--- src/rtl/alu4_cmd_issuer.sv ---
// Command issuer for the registered 4-bit ALU. Accepts one command at a time over a
// valid/ready stream, drives the ALU inputs, waits a fixed latency, then returns the
// captured result as a tagged valid/ready response.
module alu4_cmd_issuer #(
  parameter int unsigned LAT  = 1,
  parameter int unsigned TAGW = 4
) (
  input  logic            clk,
  input  logic            rst_n,
  input  logic            cmd_valid,
  output logic            cmd_ready,
  input  logic [3:0]      cmd_a,
  input  logic [3:0]      cmd_b,
  input  logic            cmd_cin,
  input  logic [1:0]      cmd_sel,
  input  logic            cmd_m,
  output logic [3:0]      alu_a,
  output logic [3:0]      alu_b,
  output logic            alu_cin,
  output logic            alu_s1,
  output logic            alu_s0,
  output logic            alu_m,
  input  logic [3:0]      alu_f,
  input  logic            alu_cout,
  output logic            rsp_valid,
  input  logic            rsp_ready,
  output logic [3:0]      rsp_f,
  output logic            rsp_cout,
  output logic [TAGW-1:0] rsp_tag,
  output logic            busy,
  output logic [7:0]      cmd_count
);

  typedef enum logic [1:0] {StIdle, StWait, StResp} state_e;

  state_e          state_q, state_d;
  logic [3:0]      wait_q, wait_d;
  logic [TAGW-1:0] tag_q, tag_d;
  logic [TAGW-1:0] rsp_tag_q, rsp_tag_d;
  logic [3:0]      alu_a_q, alu_a_d;
  logic [3:0]      alu_b_q, alu_b_d;
  logic            alu_cin_q, alu_cin_d;
  logic [1:0]      alu_sel_q, alu_sel_d;
  logic            alu_m_q, alu_m_d;
  logic            rsp_valid_q, rsp_valid_d;
  logic [3:0]      rsp_f_q, rsp_f_d;
  logic            rsp_cout_q, rsp_cout_d;
  logic [7:0]      cnt_q, cnt_d;
  logic            accept;

  // Ready is forced low while reset is held so nothing is accepted during reset.
  assign cmd_ready = (state_q == StIdle) && rst_n;
  assign accept    = cmd_valid && cmd_ready;

  // Next-state and datapath updates for the IDLE -> WAIT -> RESP sequence.
  always_comb begin
    state_d     = state_q;
    wait_d      = wait_q;
    tag_d       = tag_q;
    rsp_tag_d   = rsp_tag_q;
    alu_a_d     = alu_a_q;
    alu_b_d     = alu_b_q;
    alu_cin_d   = alu_cin_q;
    alu_sel_d   = alu_sel_q;
    alu_m_d     = alu_m_q;
    rsp_valid_d = rsp_valid_q;
    rsp_f_d     = rsp_f_q;
    rsp_cout_d  = rsp_cout_q;
    cnt_d       = cnt_q;
    unique case (state_q)
      StIdle: begin
        if (accept) begin
          alu_a_d   = cmd_a;
          alu_b_d   = cmd_b;
          alu_cin_d = cmd_cin;
          alu_sel_d = cmd_sel;
          alu_m_d   = cmd_m;
          rsp_tag_d = tag_q;
          tag_d     = tag_q + 1'b1;
          wait_d    = 4'(LAT);
          state_d   = StWait;
        end
      end
      StWait: begin
        // Counter reaches zero on edge E(LAT); the following edge samples the ALU.
        if (wait_q != 4'd0) begin
          wait_d = wait_q - 4'd1;
        end else begin
          rsp_f_d     = alu_f;
          rsp_cout_d  = alu_cout;
          rsp_valid_d = 1'b1;
          state_d     = StResp;
        end
      end
      StResp: begin
        if (rsp_ready) begin
          rsp_valid_d = 1'b0;
          cnt_d       = cnt_q + 8'd1;
          state_d     = StIdle;
        end
      end
      default: state_d = StIdle;
    endcase
  end

  // State and datapath registers; reset discards any in-flight command.
  always_ff @(posedge clk or negedge rst_n) begin
    if (!rst_n) begin
      state_q     <= StIdle;
      wait_q      <= '0;
      tag_q       <= '0;
      rsp_tag_q   <= '0;
      alu_a_q     <= '0;
      alu_b_q     <= '0;
      alu_cin_q   <= 1'b0;
      alu_sel_q   <= '0;
      alu_m_q     <= 1'b0;
      rsp_valid_q <= 1'b0;
      rsp_f_q     <= '0;
      rsp_cout_q  <= 1'b0;
      cnt_q       <= '0;
    end else begin
      state_q     <= state_d;
      wait_q      <= wait_d;
      tag_q       <= tag_d;
      rsp_tag_q   <= rsp_tag_d;
      alu_a_q     <= alu_a_d;
      alu_b_q     <= alu_b_d;
      alu_cin_q   <= alu_cin_d;
      alu_sel_q   <= alu_sel_d;
      alu_m_q     <= alu_m_d;
      rsp_valid_q <= rsp_valid_d;
      rsp_f_q     <= rsp_f_d;
      rsp_cout_q  <= rsp_cout_d;
      cnt_q       <= cnt_d;
    end
  end

  assign alu_a     = alu_a_q;
  assign alu_b     = alu_b_q;
  assign alu_cin   = alu_cin_q;
  assign alu_s1    = alu_sel_q[1];
  assign alu_s0    = alu_sel_q[0];
  assign alu_m     = alu_m_q;
  assign rsp_valid = rsp_valid_q;
  assign rsp_f     = rsp_f_q;
  assign rsp_cout  = rsp_cout_q;
  assign rsp_tag   = rsp_tag_q;
  assign busy      = (state_q != StIdle);
  assign cmd_count = cnt_q;

endmodule

--- config.mk ---
export PLATFORM = sky130hd
export DESIGN_NAME = alu4_cmd_issuer
export DESIGN_NICKNAME = d
export VERILOG_FILES = /design/src/rtl/alu4_cmd_issuer.sv
export SDC_FILE = /design/constraint.sdc
export NUM_CORES = 1
export LEC_CHECK = 0
export CAP_MARGIN = 40
export CORE_MARGIN = 2
export CORE_UTILIZATION = 46
export CTS_CLUSTER_SIZE = 12
export DETAILED_ROUTE_END_ITERATION = 6
export PLACE_DENSITY_LB_ADDON = 0.05
export SLEW_MARGIN = 5
export SYNTH_ARGS = -nofsm -noshare
export SYNTH_HDL_FRONTEND = slang
export SYNTH_SLANG_ARGS = --single-unit
--- constraint.sdc ---
create_clock -name clk -period 2 [get_ports clk]
set_input_delay 0.3 -clock clk [delete_from_list [all_inputs] [get_ports clk]]
set_output_delay 0.3 -clock clk [all_outputs]
set_load 0.01 [all_outputs]
; ---- After elaboration in Yosys (flattened, before gate mapping)
; Index checks and enable logic that the tools add are counted.
[classes]
n_eq_ne = 6
n_mux = 10
n_reduce_logical = 13
addsub = 3
bitwise_logic = 1
[ops]
columns = cell, n
row1 = $reduce_and 3->1, 3
row2 = $add 8x1->8 const B, 1
row3 = $mux 4, 2
row4 = $ne 2x2->1 const B, 4
row5 = $pmux 4 s2, 1
row6 = $mux 2, 3
row7 = $pmux 2 s3, 1
row8 = $reduce_and 2->1, 3
row9 = $reduce_bool 2->1, 3
row10 = $add 4x1->4 const B, 1
row11 = $reduce_bool 4->1, 1
row12 = $sub 4x1->4 const B, 1
row13 = $eq 2x1->1 const B, 1
row14 = $eq 2x2->1 const B, 1
row15 = $logic_and 1x1->1, 2
row16 = $logic_not 2->1, 1
row17 = $mux 1, 2
row18 = $pmux 1 s2, 1
row19 = $not 1->1, 1
[totals]
register_bits = 40
wordCells = 46

; ---- Logic depth before layout (Yosys ltp)
; Gate-level depths: netlist of run 1.
[depth]
ltp_word = 5
mapped_depth = 6
mapped_depth_nobuf = 5

; ---- Least setup slack after synthesis of run 1
; OpenSTA, ideal clock, no wires.
[synth_timing]
kind = flip-flop to flip-flop
start = register wait_q[0]
end = register rsp_cout_q, in the netlist rsp_cout
path_stages_with_launch = 7
arrival_time_ps = 1430
setup_time_ps = 125
synth_period_minus_slack_ps = 1555
path_slack_ps = 445
path_cell_list = dfrtp_1 -> inv_1 -> ha_1 -> nand2b_1 -> or3_1 -> buf_6 -> mux2_4
[synth_between]
elab_chain_cells = 3
[synth_lines]
columns = element, line_no
row1 = start: declaration, 37  ; logic [3:0] wait_q, wait_d;
row2 = start signal: assignment, 124  ; wait_q <= wait_d;
row3 = $reduce_bool 4->1, 86  ; if (wait_q != 4'd0) begin
row4 = $not 1->1 (no line), n/a
row5 = $reduce_and 2->1 (no line), n/a
row6 = end signal: assignment, 134  ; rsp_cout_q <= rsp_cout_d;
row7 = end: declaration, 47  ; logic rsp_cout_q, rsp_cout_d;
; No other way between the ends.
; A chain may end at the register's enable or synchronous reset.

; ---- Final worst setup path of run 1
[layout_timing]
start = register state_q[0]
end = output port busy
[layout_between]
elab_chain_cells = 1
[layout_lines]
columns = element, line_no
row1 = start: declaration, 36  ; state_e state_q, state_d;
row2 = start signal: assignment, 109  ; state_q <= StIdle;
row3 = start signal: assignment, 123  ; state_q <= state_d;
row4 = $reduce_bool 2->1, 149  ; assign busy = (state_q != StIdle);
row5 = end: declaration, 30  ; output logic busy,
; No other way between the ends.

==> results.yml, run 1 <==
status:
  status: "complete, no violations"
cts:
  cts_made_buffers: 5
  cts_sinks: 40
  cts_tree: "built"
  clk_pin_slew_ps: 70
  htreeDepth: 2
  cts_max_path_buffers: 2
  cts-root-buf: "clkbuf_8"
  clock_latency_ps: 290
routing:
  drtIter0Drc: 65
  first_pass_iters: 4
  vias_per_cell: 4.90
  wl_per_cell_um: 13.9
  vias: 1147
  ant_nets: 0
  remaining_drc_errors: 0
  finalWirelength_mm: 3.25
timing:
  max_slew_margin: 0.744
  max_freq_ghz: 0.541
  fin_crit_ps: 1850
  worstMarginPinSlew_ps: 384
  finalSetupViolCount: 0
  hold_viol: 0
  fin_ws_ps: 151
  finalCritPeriodShare: 0.924
  final.setup_skew_ps: 4.21
  setup_tns_ps: 0
  slew_violations: 0
  rsz0062_at_grt: "no"
place:
  placed_area_sq_um: 2270
  gp_congestion: 0.738
  place_ws_ps: 187
  hpwlAfterDp_mm: 2.37
  port_buffers: 52
worst_setup_path:
  start_kind: "register"
  ff2ff_path_depth: 5
  worstPathRequired_ps: 1700
  crit_path_top_delay_cell: "clkdlybuf4s50_1"
  crit_path_cell_trace: "or2_2, clkdlybuf4s50_1"
  cp.arrival_ps: 1550
  worst-path-buf-inv: 1
  r2r_slack_ps: 270
  path_class: "reg2out"
  cpLargestDelayFamily: "buffers and inverters"
  endpoint_kind: "primary output"
  slowest_delay_ps: 490
  worstPathMaxFanout: 8
  r2r-start: "wait_q[1]"
  r2r_end: "rsp_f[3]"
yosys:
  ys_seq_area_frac: 0.584
  ys_async_sr_fraction: 1.00
  netlist_top_cells_area: "dfrtp_1, mux2_2, mux2_4"
  synth_top_area_share: 0.584
  synth_top_family_by_area: "multiplexers"
  synthAdderAreaFrac: 0.0292
  yosysMostFrequentCell: "dfrtp_1"
  muxShareOfSynthArea: 0.162
  yosysWarnings: 0
  synthFlopType: "dfrtp_1"
  synth_top_area_cell: "dfrtp_1"
  synth_edf_count: 0
  synthSimpleGateAreaFrac: 0.107
  syn_area_per_cell_sq_um: 13.6
  synth_compound_area_frac: 0.0307
  netlist_area_sq_um: 1710
  synth_commonest_cells: "dfrtp_1, mux2_2, nand2_1, inv_1, xnor2_1"
  synth.ff_latch_count: 40
  synth_xor_area_frac: 0.0511
  synth_cell_types: 31
  synth_fp_nets: 151
  syn_inst: 126
grt:
  grt_max_degree: 21
  grt_pass1_vias: 1194
  grt_overflow: 0
  grt_pass1_wl_mm: 5.73
  track_usage: 0.179
  antenna_found_initial: 0
floorplan:
  initial_core_util: 0.472
  fp.dieH_um: 65.0
  num_rows: 22
  die_x_um: 65.0
  dieArea_sq_um: 4230
  io_pins: 53
  design.core.area_sq_um: 3630
pwr:
  p_leak_uw: 0.00105
  irDropWorstVdd_mv: 0.715
  power_uw: 3320
  p_per_area_nw_per_um2: 1400
finish:
  fin_util: 0.653
  diodes: 0
  drive_above_1_share: 0.199
  fin_area_sq_um: 2370
  nets: 210
  area_growth_pct: 38.5
min_path:
  hold_class: "in2async"
flow_run:
  cap_violations: 0
-- placed cells by master, fill, tap and decap left out, drive strengths merged, types with 2 or more instances in the layout --
| cell type | n |
|---|---|
| nand2 | 8 |
| nand2b | 3 |
| nor2 | 5 |
| o21ai | 3 |
| inv | 6 |
| buf | 4 |
| ha | 4 |
| mux2 | 23 |
| nor3 | 2 |
| clkdlybuf4s50 | 50 |
| xor2 | 4 |
| clkbuf | 8 |
| nand4 | 2 |
| nand4b | 2 |
| xnor2 | 6 |
| dfrtp | 40 |
-- per-stage QoR --
stage          hold WS (ps)  cells
2_1_floorplan          4.41    126
3_3_place_gp            164    225
3_5_place_dp            172    225
4_1_cts                 388    234
5_1_grt                 410    234
6_report                392    234
-- worst max-delay path by stage --
stage,depth (start not counted),to,startpoint
6_report,2,busy,state_q[0]
5_1_grt,5,cmd_ready,rst_n
4_1_cts,2,busy,state_q[0]
3_5_place_dp,3,alu_a[0],cmd_valid
3_3_place_gp,3,alu_b[3],cmd_valid
2_1_floorplan,6,rsp_cout,wait_q[0]
-- power by group --
group          switching, uW  leakage (uW)  internal, uW
Sequential               245      0.000488          1140
Combinational            511      0.000513           877
Clock                    260     0.0000455           281
-- cells by family after synthesis --
logic type      after synthesis
flops                        40
simple gates                 31
mux                          23
xor+xnor                     10
buf+inv                      10
compound gates                8
fa+ha+maj                     4
-- worst register-to-register path, cell delays in order (launching register included) --
cell      delay [ps]
dfrtp_1          400
inv_1            110
ha_1             200
nand2b_1          80
or3_1            480
mux2_4           360
-- metal layers --
layer,GRT usage,vias up,part of all wire
li1,-,551,-
met3,0.0625,6,0.067
met2,0.291,42,0.49
met5,0,-,0
met1,0.225,548,0.43
met4,0.0547,0,0.017
-- what timing repair did --
item,in CTS,in global routing
resized for setup,2,0
setup buffers,0,0
hold buffers,1,0
setup endpoints to repair,1,0
hold endpoints to repair,6,0
-- state kept, by name (all words and copies together), names as in the netlist --
name	flops
cmd_count	8
alu_a	4
alu_b	4
rsp_f	4
rsp_tag	4
tag_q	4
wait_q	4
alu_sel_q	2
state_q	2
alu_cin	1
alu_m	1
rsp_cout	1
rsp_valid	1
-- final cells by class --
class                      instances  area, sq um
inverter                           6         22.5
timing repair buffer              56          547
multi-input combinational         76          652
tap                               48         60.1
fill                             299         1260
clock buffer                       8         90.1
sequential                        40         1000
No activity file was read; power rests on OpenSTA's default activity.
==> inputs of run 2 (changes only) <==
--- a/config.mk
+++ b/config.mk
@@ -5,9 +5,11 @@
 export SDC_FILE = /design/constraint.sdc
 export NUM_CORES = 1
 export LEC_CHECK = 0
+export ABC_AREA = 1
+export ABC_CLOCK_PERIOD_IN_PS = 2000
 export CAP_MARGIN = 40
 export CORE_MARGIN = 2
-export CORE_UTILIZATION = 46
+export CORE_UTILIZATION = 47
 export CTS_CLUSTER_SIZE = 12
 export DETAILED_ROUTE_END_ITERATION = 6
 export PLACE_DENSITY_LB_ADDON = 0.05
==> run 2 against run 1 <==
  * Worst setup slack got worse by 28 ps
  * Global-route usage rose by 0.12 points
  * Total power rose by 2.7%
  * Sequential power barely moved
  * Critical endpoint is now cmd_ready
  * Register-to-register slack improved by 340 ps
  * Synthesized cell count rose by 62%
  * Cell count rose by 32%
  * Clock power fell by 1%
  * Area after synthesis rose by 7.3%
  * Flip-flop and latch count did not move
  * Combinational power rose by 7%
  * Critical path type unchanged
  * Wire length rose by 3.7%
==> results.yml, run 2 <==
grt:
  grt_max_degree: 41
  grt_pass1_vias: 1374
  grt_pass1_wl_mm: 5.95
  track_usage: 0.180
  antenna_found_initial: 0
  grt_overflow: 0
worst_setup_path:
  cp.arrival_ps: 1580
  worstPathMaxFanout: 4
  r2r_slack_ps: 610
  endpoint_kind: "primary output"
  crit_path_top_delay_cell: "clkdlybuf4s50_1"
  crit_path_cell_trace: "nor2_4, inv_1, nor2_1, clkdlybuf4s50_1"
  cpLargestDelayFamily: "buffers and inverters"
  start_kind: "register"
  slowest_delay_ps: 530
  path_class: "reg2out"
  worstPathRequired_ps: 1700
  worst-path-buf-inv: 2
finish:
  diodes: 0
  final_cells: 308
  fin_util: 0.666
  fill_cells: 313
  layout_commonest_cell: "nand2_1"
  final_cell_mix: "nand2_1, clkdlybuf4s50_1, dfrtp_1, inv_1, nor2_1"
  drive_above_1_share: 0.0962
  area_growth_pct: 34.5
  largest_reg_flops: 8
  nets: 284
pwr:
  power_frac_comb: 0.439
  switchingPower_uw: 1220
  power_frac_clock: 0.157
  swShare: 0.358
  power_uw: 3400
  p_per_area_nw_per_um2: 1380
  p_leak_uw: 0.00122
  pwr-share-seq: 0.404
  internal-power_uw: 2180
  irDropWorstVdd_mv: 0.724
cts:
  cts-root-buf: "clkbuf_8"
  clock_latency_ps: 280
  cts_made_buffers: 5
  htreeDepth: 2
  post-cts-setup-buffers: 0
  cts_sinks: 40
  cts_tree: "built"
  cts_max_path_buffers: 2
  clk_pin_slew_ps: 80
floorplan:
  io_pins: 53
  initial_core_util: 0.495
  num_rows: 22
  fp.dieH_um: 66.6
  design.core.area_sq_um: 3720
  dieArea_sq_um: 4430
  die_x_um: 66.6
timing:
  rsz0062_at_grt: "no"
  final.setup_skew_ps: 6.77
  finalCritPeriodShare: 0.938
  finalSetupViolCount: 0
  setup_tns_ps: 0
  max_freq_ghz: 0.533
  max_slew_margin: 0.674
  fin_crit_ps: 1880
  worstMarginPinSlew_ps: 490
  slew_violations: 0
  fin_ws_ps: 123
  hold_viol: 0
yosys:
  syn_inst: 204
  synth_edf_count: 0
  syn_area_per_cell_sq_um: 9.02
  yosysMostFrequentCell: "nand2_1"
  netlist_top_cells_area: "dfrtp_1, nand2_1, inv_1"
  synth_top_area_cell: "dfrtp_1"
  netlist_area_sq_um: 1840
  synth_cell_types: 22
  synth.ff_latch_count: 40
  synth_commonest_cells: "nand2_1, dfrtp_1, inv_1, nor2_1, nand3_1"
  ys_seq_area_frac: 0.544
  yosysWarnings: 0
  synth_fp_nets: 229
  synthFlopType: "dfrtp_1"
  ys_async_sr_fraction: 1.00
  synth_top_area_share: 0.544
flow_run:
  cap_violations: 0
place:
  place_ws_ps: 388
  port_buffers: 52
  hpwlAfterDp_mm: 2.44
  gp_congestion: 0.729
  dp_cells: 300
status:
  status: "complete, no violations"
min_path:
  hold_class: "in2async"
routing:
  finalWirelength_mm: 3.37
  ant_nets: 0
  drtIter0Drc: 50
  vias_per_cell: 4.68
  wl_per_cell_um: 10.9
  remaining_drc_errors: 0
  vias: 1440
  first_pass_iters: 4
-- run 2: changes by cell type after synthesis, sizes merged, moves of 8 or more --
cell   before  now
inv         6   21
mux2       23    0
nand2       8   87
nand3       1   10
nor2        5   13
o21ai       3   11
-- run 2: final timing paths --
path | from | to | cells past startpoint
setup / recovery | state_q[1] | cmd_ready | 4
hold / removal | rst_n | cmd_count[3] | 2
setup reg to reg | wait_q[0] | rsp_cout | 5
hold reg to reg | alu_a[3] | alu_a[3] | 2
max in group asynchronous | rst_n | state_q[1] | 2
min in group clk | alu_a[3] | alu_a[3] | 2
-- run 2: cell type report --
cell class / count / area [sq um] / area share
inverters: 21 / 81.3 / 0.0329
flip-flops and latches: 40 / 1000 / 0.405
multi-input cells: 138 / 717 / 0.290
well taps: 48 / 60.1 / 0.0243
clock buffers: 8 / 90.1 / 0.0364
repair buffers: 53 / 523 / 0.211
-- run 2: power by group through the flow --
| stage | Combinational, uW | Clock [uW] | Sequential (uW) |
|---|---|---|---|
| 2_1_floorplan | 732 | 0 | 1470 |
| 3_3_place_gp | 1490 | 0 | 1380 |
| 3_5_place_dp | 1510 | 0 | 1390 |
| 4_1_cts | 1520 | 554 | 1380 |
| 5_1_grt | 1680 | 599 | 1410 |
| 6_report | 1490 | 534 | 1370 |
-- run 2: kinds of logic after synthesis --
group | count (synthesis) | share of synthesized area
compound gates | 11 | 0.0401
fa+ha+maj | 4 | 0.0272
flops | 40 | 0.544
xor+xnor | 7 | 0.0333
simple gates | 116 | 0.289
buf+inv | 26 | 0.0660
-- run 2: layer usage --
layer	track usage	share of wire	vias to the layer above
li1	-	-	739
met5	0	0	-
met3	0.0574	0.054	4
met1	0.219	0.45	663
met4	0.0689	0.013	0
met2	0.298	0.48	34
-- run 2: worst reg2reg max path: stages, from the launching register on --
cell and delay, ps:
dfrtp_1 380, inv_1 130, ha_1 200, nand4_2 330
nand2_1 180, o21ai_2 70
-- run 2: per-stage QoR --
stage / hold WS, ps / instance area (sq um)
floorplan: 4.41 / 1840
CTS: 193 / 2470
finish: 158 / 2470
detailed placement: 465 / 2380
global placement: 461 / 2380
global route: 212 / 2470
-- run 2: repair_timing --
item	CTS	global route
hold buffers	0	0
gates resized for setup	0	1
setup endpoints to repair	0	1
==> inputs of run 3 (changes only) <==
--- a/config.mk
+++ b/config.mk
@@ -8,7 +8,6 @@
 export ABC_AREA = 1
 export ABC_CLOCK_PERIOD_IN_PS = 2000
 export CAP_MARGIN = 40
-export CORE_MARGIN = 2
 export CORE_UTILIZATION = 47
 export CTS_CLUSTER_SIZE = 12
 export DETAILED_ROUTE_END_ITERATION = 6
==> run 3 against run 2 <==
  * Cell count unchanged
  * First-iteration DRC count decreased by 6.0%
  * Cell area about the same
  * Critical endpoint unchanged
  * Global-route usage increased by 0.15 points
  * Largest cell class unchanged
  * Highest routed layer unchanged
==> results.yml, run 3 (synthesis gave the netlist of run 2 again) <==
routing:
  finalWirelength_mm: 3.31
  first_pass_iters: 4
  vias: 1415
  remaining_drc_errors: 0
  wl_per_cell_um: 10.7
  ant_nets: 0
  vias_per_cell: 4.59
  drtIter0Drc: 47
min_path:
  hold_class: "in2async"
floorplan:
  initial_core_util: 0.495
  fp.dieH_um: 64.6
  die_x_um: 64.6
  io_pins: 53
  design.core.area_sq_um: 3720
  num_rows: 22
  dieArea_sq_um: 4170
cts:
  cts_max_path_buffers: 2
  cts_resized: 0
  postCtsHoldBufs: 0
  cts-root-buf: "clkbuf_8"
  cts_sinks: 40
  htreeDepth: 2
  cts_tree: "built"
  post-cts-setup-buffers: 0
  cts_made_buffers: 5
  clk_pin_slew_ps: 80
  clock_latency_ps: 280
timing:
  rsz0062_at_grt: "no"
  setup_tns_ps: 0
  max_slew_margin: 0.668
  finalSetupViolCount: 0
  worstMarginPinSlew_ps: 497
  fin_crit_ps: 1910
  hold_viol: 0
  fin_ws_ps: 94.0
  slew_violations: 0
  finalCritPeriodShare: 0.953
  max_freq_ghz: 0.525
  whs_ps: 172
  final.setup_skew_ps: 6.17
worst_setup_path:
  r2r_end: "rsp_f[1]"
  path_depth: 4
  path_class: "reg2out"
  startpoint: "state_q[1]"
  endpoint: "cmd_ready"
  cpLargestDelayFamily: "buffers and inverters"
  crit_path_top_delay_cell: "clkdlybuf4s50_1"
  worstPathRequired_ps: 1700
  worst-path-buf-inv: 2
  crit_path_cell_trace: "nor2_4, inv_1, nor2_1, clkdlybuf4s50_1"
  ff2ff_path_depth: 5
  slowest_delay_ps: 530
  r2r-start: "wait_q[0]"
  endpoint_kind: "primary output"
  cp.arrival_ps: 1610
  start_kind: "register"
  worstPathMaxFanout: 4
  r2r_slack_ps: 600
status:
  status: "complete, no violations"
flow_run:
  cap_violations: 0
place:
  hpwlAfterDp_mm: 2.32
  dp_cells: 300
  port_buffers: 52
  gp_congestion: 0.760
  place_ws_ps: 388
grt:
  grt_max_degree: 41
  track_usage: 0.181
  antenna_found_initial: 0
  grt_pass1_vias: 1254
  grt_overflow: 0
  grt_pass1_wl_mm: 5.82
finish:
  largest_reg_flops: 8
  final_cells: 308
  layout_commonest_cell: "nand2_1"
  diodes: 0
  final_cell_mix: "nand2_1, clkdlybuf4s50_1, dfrtp_1, inv_1, nor2_1"
  drive_above_1_share: 0.0923
  nets: 284
  area_growth_pct: 34.4
  fin_util: 0.665
pwr:
  p_per_area_nw_per_um2: 1370
  p_leak_uw: 0.00122
  irDropWorstVdd_mv: 0.918
## run 3: power breakdown
part / switching (uW) / internal (uW) / total, uW
Sequential: 237 / 1140 / 1370
Clock: 255 / 281 / 536
Combinational: 726 / 762 / 1490
Total: 1220 / 2180 / 3400
## run 3: cell type report
class	instances	area, sq um
Timing Repair Buffer	53	523
Clock buffer	8	90.1
Fill cell	319	1240
Sequential cell	40	1000
Inverter	21	81.3
Tap cell	48	60.1
Multi-Input combinational cell	138	717
## run 3: worst min path at each step
| stage | start | endpoint | slack, ps | cells past startpoint |
|---|---|---|---|---|
| global route | rst_n | cmd_count[7] | 200 | 2 |
| global placement | rsp_tag[2] | rsp_tag[2] | 460 | 2 |
| finish | rst_n | cmd_count[7] | 170 | 2 |
| CTS | rst_n | cmd_count[7] | 190 | 2 |
| floorplan | rst_n | alu_a[0] | 4 | 0 |
| detailed placement | alu_a[2] | alu_a[2] | 470 | 2 |
## run 3: layer usage
metal	wire length, um	share of wire	global-route usage
met1	1620	0.49	0.259
met2	1500	0.45	0.275
met3	162	0.049	0.0493
met4	20	0.0061	0.0417
met5	0	0	0
## run 3: through the flow
| step | total power, uW | area [sq um] |
|---|---|---|
| 2_1_floorplan | 2200 | 1840 |
| 3_3_place_gp | 2860 | 2380 |
| 3_5_place_dp | 2890 | 2380 |
| 4_1_cts | 3440 | 2470 |
| 5_1_grt | 3680 | 2470 |
| 6_report | 3400 | 2470 |
